==> config.mk <==
export PLATFORM = sky130hd
export DESIGN_NAME = spike_encoder_array
export DESIGN_NICKNAME = d
export VERILOG_FILES = /design/src/rtl/spike_encoder_array.sv
export SDC_FILE = /design/constraint.sdc
export NUM_CORES = 1
export LEC_CHECK = 0
export BUFFER_PORTS_ARGS = -buffer_cell sky130_fd_sc_hd__buf_2
export CELL_PAD_IN_SITES_DETAIL_PLACEMENT = 0
export CELL_PAD_IN_SITES_GLOBAL_PLACEMENT = 2
export CORE_MARGIN = 1
export CORE_UTILIZATION = 39
export DETAILED_ROUTE_END_ITERATION = 7
export GPL_ROUTABILITY_DRIVEN = 0
export GPL_TIMING_DRIVEN = 0
export PLACE_DENSITY_LB_ADDON = 0.1
export RECOVER_POWER = 50
export SETUP_SLACK_MARGIN = 0.05
export SYNTH_ARGS = -nofsm -noshare
export SYNTH_HDL_FRONTEND = slang
export SYNTH_SLANG_ARGS = --single-unit
==> constraint.sdc <==
create_clock -name clk -period 2.6 [get_ports clk]
set_input_delay 0.39 -clock clk [delete_from_list [all_inputs] [get_ports clk]]
set_output_delay 0.39 -clock clk [all_outputs]
set_load 0.02 [all_outputs]
==> src/rtl/spike_encoder_array.sv <==
// -----------------------------------------------------------------------------
// spike_encoder_array
//
// This block converts rate codes into spike trains using N_CH independent
// countdown timers. Each timer has its own period, which can be changed at
// run time. When a timer expires it raises a sticky spike request. The request
// stays high until the downstream consumer acknowledges it. If a channel fires
// again before its previous spike was acknowledged, the block raises a sticky
// miss flag for that channel.
//
// Optional build macro: SPIKE_ENC_MISS_CNT_EN
//   Defined   : miss_cnt is a global saturating count of overruns.
//   Undefined : miss_cnt is tied to zero and no counter logic is built.
//
// Ports
//   clk          system clock, rising edge
//   resetn       asynchronous reset, active low
//   timer_en     global tick enable; the counters advance only when it is high
//   restart      synchronous phase realign; every counter reloads its period
//   period_wr    period write strobe
//   period_addr  channel to write; indices >= N_CH are ignored
//   period_data  new period value (0 disables the channel)
//   ack_in       per-channel spike acknowledge
//   clr_miss     clears all miss flags, and the counter when it is built
//   spike        per-channel sticky spike request
//   miss         per-channel sticky overrun flag
//   miss_cnt     saturating overrun count (zero when the counter is not built)
// -----------------------------------------------------------------------------
module spike_encoder_array #(
  parameter  int N_CH       = 8,
  parameter  int PERIOD_W   = 4,
  parameter  int DEF_PERIOD = 4,
  parameter  int MISS_CNT_W = 8,
  localparam int AW         = (N_CH > 1) ? $clog2(N_CH) : 1
) (
  input  logic                  clk,
  input  logic                  resetn,
  input  logic                  timer_en,
  input  logic                  restart,
  input  logic                  period_wr,
  input  logic [AW-1:0]         period_addr,
  input  logic [PERIOD_W-1:0]   period_data,
  input  logic [N_CH-1:0]       ack_in,
  input  logic                  clr_miss,
  output logic [N_CH-1:0]       spike,
  output logic [N_CH-1:0]       miss,
  output logic [MISS_CNT_W-1:0] miss_cnt
);

  localparam logic [PERIOD_W-1:0] DEF_P = PERIOD_W'(DEF_PERIOD);
  localparam logic [PERIOD_W-1:0] ONE_P = PERIOD_W'(1);

  logic [PERIOD_W-1:0] per_q [N_CH];
  logic [PERIOD_W-1:0] per_d [N_CH];
  logic [PERIOD_W-1:0] cnt_q [N_CH];
  logic [PERIOD_W-1:0] cnt_d [N_CH];
  logic [N_CH-1:0]     spike_q, spike_d;
  logic [N_CH-1:0]     miss_q,  miss_d;
  logic [N_CH-1:0]     fire;
  logic [N_CH-1:0]     ovr;

  // Timer update. A period write or a restart always takes priority over a
  // fire, so a reload can never emit a spike in the same cycle.
  always_comb begin
    for (int i = 0; i < N_CH; i++) begin
      per_d[i] = per_q[i];
      cnt_d[i] = cnt_q[i];
      fire[i]  = 1'b0;
      if (period_wr && (period_addr == AW'(i))) begin
        per_d[i] = period_data;
        cnt_d[i] = period_data;
      end else if (restart) begin
        cnt_d[i] = per_q[i];
      end else if (per_q[i] == '0) begin
        cnt_d[i] = '0;
      end else if (timer_en && (cnt_q[i] == ONE_P)) begin
        fire[i]  = 1'b1;
        cnt_d[i] = per_q[i];
      end else if (timer_en) begin
        cnt_d[i] = cnt_q[i] - ONE_P;
      end
    end
  end

  // Spike handshake. A fire always wins over an acknowledge, so an ack that
  // coincides with a new fire consumes the old event and leaves the new one
  // pending. An overrun is a fire onto a spike that is still unacknowledged.
  // An overrun beats clr_miss on the same channel.
  always_comb begin
    spike_d = fire | (spike_q & ~ack_in);
    ovr     = fire & spike_q & ~ack_in;
    miss_d  = ovr | (miss_q & {N_CH{~clr_miss}});
  end

  always_ff @(posedge clk or negedge resetn) begin
    if (!resetn) begin
      for (int i = 0; i < N_CH; i++) begin
        per_q[i] <= DEF_P;
        cnt_q[i] <= DEF_P;
      end
      spike_q <= '0;
      miss_q  <= '0;
    end else begin
      for (int i = 0; i < N_CH; i++) begin
        per_q[i] <= per_d[i];
        cnt_q[i] <= cnt_d[i];
      end
      spike_q <= spike_d;
      miss_q  <= miss_d;
    end
  end

  assign spike = spike_q;
  assign miss  = miss_q;

`ifdef SPIKE_ENC_MISS_CNT_EN
  localparam int CW    = $clog2(N_CH + 1);
  localparam int SUM_W = ((MISS_CNT_W > CW) ? MISS_CNT_W : CW) + 1;
  localparam logic [MISS_CNT_W-1:0] CNT_MAX = {MISS_CNT_W{1'b1}};

  function automatic logic [CW-1:0] popcnt(input logic [N_CH-1:0] v);
    logic [CW-1:0] c;
    c = '0;
    for (int i = 0; i < N_CH; i++) c = c + CW'(v[i]);
    return c;
  endfunction

  function automatic logic [MISS_CNT_W-1:0] sat_add(
    input logic [MISS_CNT_W-1:0] base,
    input logic [CW-1:0]         inc
  );
    logic [SUM_W-1:0] sum;
    sum = SUM_W'(base) + SUM_W'(inc);
    if (sum > SUM_W'(CNT_MAX)) return CNT_MAX;
    return sum[MISS_CNT_W-1:0];
  endfunction

  logic [MISS_CNT_W-1:0] miss_cnt_q;
  logic [MISS_CNT_W-1:0] miss_cnt_d;

  // A clear zeroes the base before the count is added. When a clear and an
  // overrun happen in the same cycle, the result is that cycle's overruns.
  always_comb begin
    miss_cnt_d = sat_add(clr_miss ? '0 : miss_cnt_q, popcnt(ovr));
  end

  always_ff @(posedge clk or negedge resetn) begin
    if (!resetn) miss_cnt_q <= '0;
    else         miss_cnt_q <= miss_cnt_d;
  end

  assign miss_cnt = miss_cnt_q;
`else
  assign miss_cnt = '0;
`endif

endmodule

==> results.md <==
* Status: complete, but fails checks
* Violations in the final reports: capacitance limit, slew limit
* Worst Hold Launch: ack_in[6]
* Number of enable-type register cells in the synthesized netlist at 0
* Remaining global-route overflow at 0
* Vias in the first global route at 4192
* Post-synthesis async set-or-reset flop share at 100%
* Die span in y at 112 microns
* Critical-path cell with the highest stage delay: nor4bb_1
* Synth top area cells: dfrtp_1 (34%), nand2_1 (9.8%), dfstp_2 (8.8%)
* Distinct cell type count of the synthesized netlist at 59
* Number of gates resized after cts at 0
* Detailed-route vias per instance at 5.61
* Share of the synthesized area in the top cell type at 33.6%
* Pin count of the biggest net entering global routing at 51
* Arrival time reported for the critical path endpoint at 2350 ps
* Commonest non-fill, non-tap cells in the layout: nand2_1 (124), dfrtp_1 (64), buf_2 (41)
* Rel. slew slack at -21.9%
* # fillers at 1167
* Post-layout minimum cycle time at 2100 ps
* CTS buffer count at 9
* Clock transition at path regs at roughly 60 ps
* Cell area after synthesis at approximately 4800 sq um
* TritonCTS clock tree: yes
* Worst min-delay path class: input pin to flop
* Worst-case register-to-register setup slack at 500 ps
* Setup-violating endpoint count in the final report at 0
* Total Power Consumption at 4.78 mW
* Leakage power figure at 2.57 nW
* DRC errors left at 0
* Total number of vias at 4272
* Setup total negative slack at 0 ps
* Mapped Cells at 562
* Post-synthesis average cell area at 8.47 sq um
* Unrepaired setup endpoints after global routing: false
* Cell area power density at 865 nW/um^2
* Antenna diode count at 0
* Number of H-tree branching levels at 3
* Clock tree root buffer cell: clkbuf_16
* Critical path endpoint category: flop
* Warnings from Yosys at 0
* Final period util at between 80% and 90%
* Number of rows in the core area at 39
* Pin slew with the least headroom to its limit at 1830 ps
* Core area at 11700 sq um
* Number of buffers inserted by port buffering at 32
* Synthesis-to-finish area growth at 16.0%
* Initial Utilization at 40.8%
* Initial antenna violation count at 0
* Number of pins with negative max-slew slack in the final report at 31
* Seq/Total Area, Yosys at 42.5%
* Critical path peak fanout at 6
* Number of nets with antenna violations after routing at 0
* Average wire per standard cell at approximately 18 microns
* Cell taking the most area after synthesis: dfrtp_1
* Net count of the finished layout at 651
* DIE WIDTH at 112 microns
* Maximum vdd ir drop at 0.313 mV
* CP Launch Point: cnt_q[9]
* Die area at 12600 sq um
* Post-CTS setup buffer count at 0
* Violation count after the first detailed-routing iteration at around 220
* Max-cap check violation count at 1
* Placed wire-length estimate after detailed placement at approximately 9500 microns
* Clock sinks at 80
* Top cell family by delay on the critical path: simple AND/OR/NAND/NOR gates
* Commonest register cell after synthesis: dfrtp_1
* Final setup skew at slightly below 5 ps
* Number of hold buffers added after CTS at 0
* Critical Path RT at 2850 ps
* TritonRoute pass-1 iters at 5
* Startpoint kind of the worst setup timing path: flop
* Most common library cell in the layout ignoring fill and taps: nand2_1
* Max Root-Sink Buffers at 2
* Share of cells above drive strength 1 at 14.5%
* Launch point of the worst reg-to-reg path: cnt_q[9]
* Combined buffer and inverter count along the critical path at 1
* CP cell instances: inv_1 -> ha_1 -> nor4bb_1 -> nor3_1 -> o21ai_0 -> o211ai_1
* Global-route wire length before repair at 22800 microns
* Fin. Hold Viols at 0
* Top achievable clock speed at 0.477 GHz
* Io pins at 45
* Yosys reg bits at 80
* Total GRT Usage at 23.6%
* Total routed wirelength at 13900 microns
* Delay of the slowest cell on the worst path at 840 ps
* Clock latency on the worst-skew pair at about 340 ps
* Setup Crit Path Kind: flop to flop
## worst min-delay path, delay by kind of cell
| family | cells | cell delay (ps) |
|---|---|---|
| AND/OR/NAND/NOR | 2 | 160 |
| buffers and inverters | 1 | 70 |
## final cells by class
| class | count | area (sq um) | share of cell area [%] |
|---|---|---|---|
| plain buffers | 42 | 215 | 3.90 |
| repair buffers | 34 | 190 | 3.44 |
| flip-flops and latches | 80 | 2020 | 36.6 |
| clock inverters | 6 | 130 | 2.36 |
| multi-input cells | 416 | 2430 | 44.0 |
| clock buffers | 10 | 239 | 4.33 |
| inverters | 31 | 116 | 2.11 |
| well taps | 143 | 179 | 3.24 |
## layer usage
| layer | share of wire, % | up-vias | GRT usage [%] | wire length (microns) |
|---|---|---|---|---|
| li1 | - | 2072 | - | - |
| met1 | 48 | 2082 | 33.2 | 6620 |
| met2 | 46 | 95 | 36.8 | 6360 |
| met3 | 4.0 | 23 | 3.29 | 554 |
| met4 | 2.4 | 0 | 9.42 | 327 |
| met5 | 0 | - | 0 | 0 |
## path summary, 6_finish.rpt
check                                  to  cells after the start
min in group asynchronous         miss[2]                      1
worst max register to register  cnt_q[10]                      6
worst min-delay path             spike[6]                      3
worst max-delay path            cnt_q[10]                      6
worst min register to register  per_q[30]                      2
max in group asynchronous       cnt_q[10]                      2
## cell usage after synthesis, types with 11 or more instances
cell type and count:
a21oi_1 31, buf_2 11, clkbuf_1 19, dfrtp_1 64, dfstp_2 16, ha_1 16, inv_1 31, nand2_1 124
nand2b_1 14, nor2_1 27, nor3_1 34, o211ai_1 11, o21ai_0 35
## logic make-up after synthesis
logic type / share of synthesized area, %
multiplexers: 0.210
other: 0.0788
buffers and inverters: 6.99
flip-flops: 42.5
adder cells (fa/ha/maj): 4.21
XOR/XNOR: 0.920
AO/OA/AOI/OAI: 18.2
AND/OR/NAND/NOR: 26.9
## power by group
group          internal [mW]  switching, mW  total, mW
sequential              1.59          0.307       1.89
clock                   1.06          0.522       1.58
combinational          0.593          0.711       1.30
total                   3.24           1.54       4.78
## metrics by stage
step | setup slack (ps) | hold WS [ps] | utilization, % | cell area, sq um | instances
floorplan | 904 | 94.4 | - | 4790 | 569
global placement | 247 | 471 | 43.9 | 5120 | 744
detailed placement | 235 | 370 | 44.2 | 5150 | 745
CTS | 546 | 3.92 | 47.4 | 5520 | 761
global route | 317 | 326 | 47.4 | 5520 | 762
finish | 505 | 314 | 47.4 | 5520 | 762
## sequential cells by signal, summed over array words and instances, names as in the netlist
signal and cells:
spike 8, cnt_q 32, miss 8, per_q 32
Power figures use the tool's default switching activity.
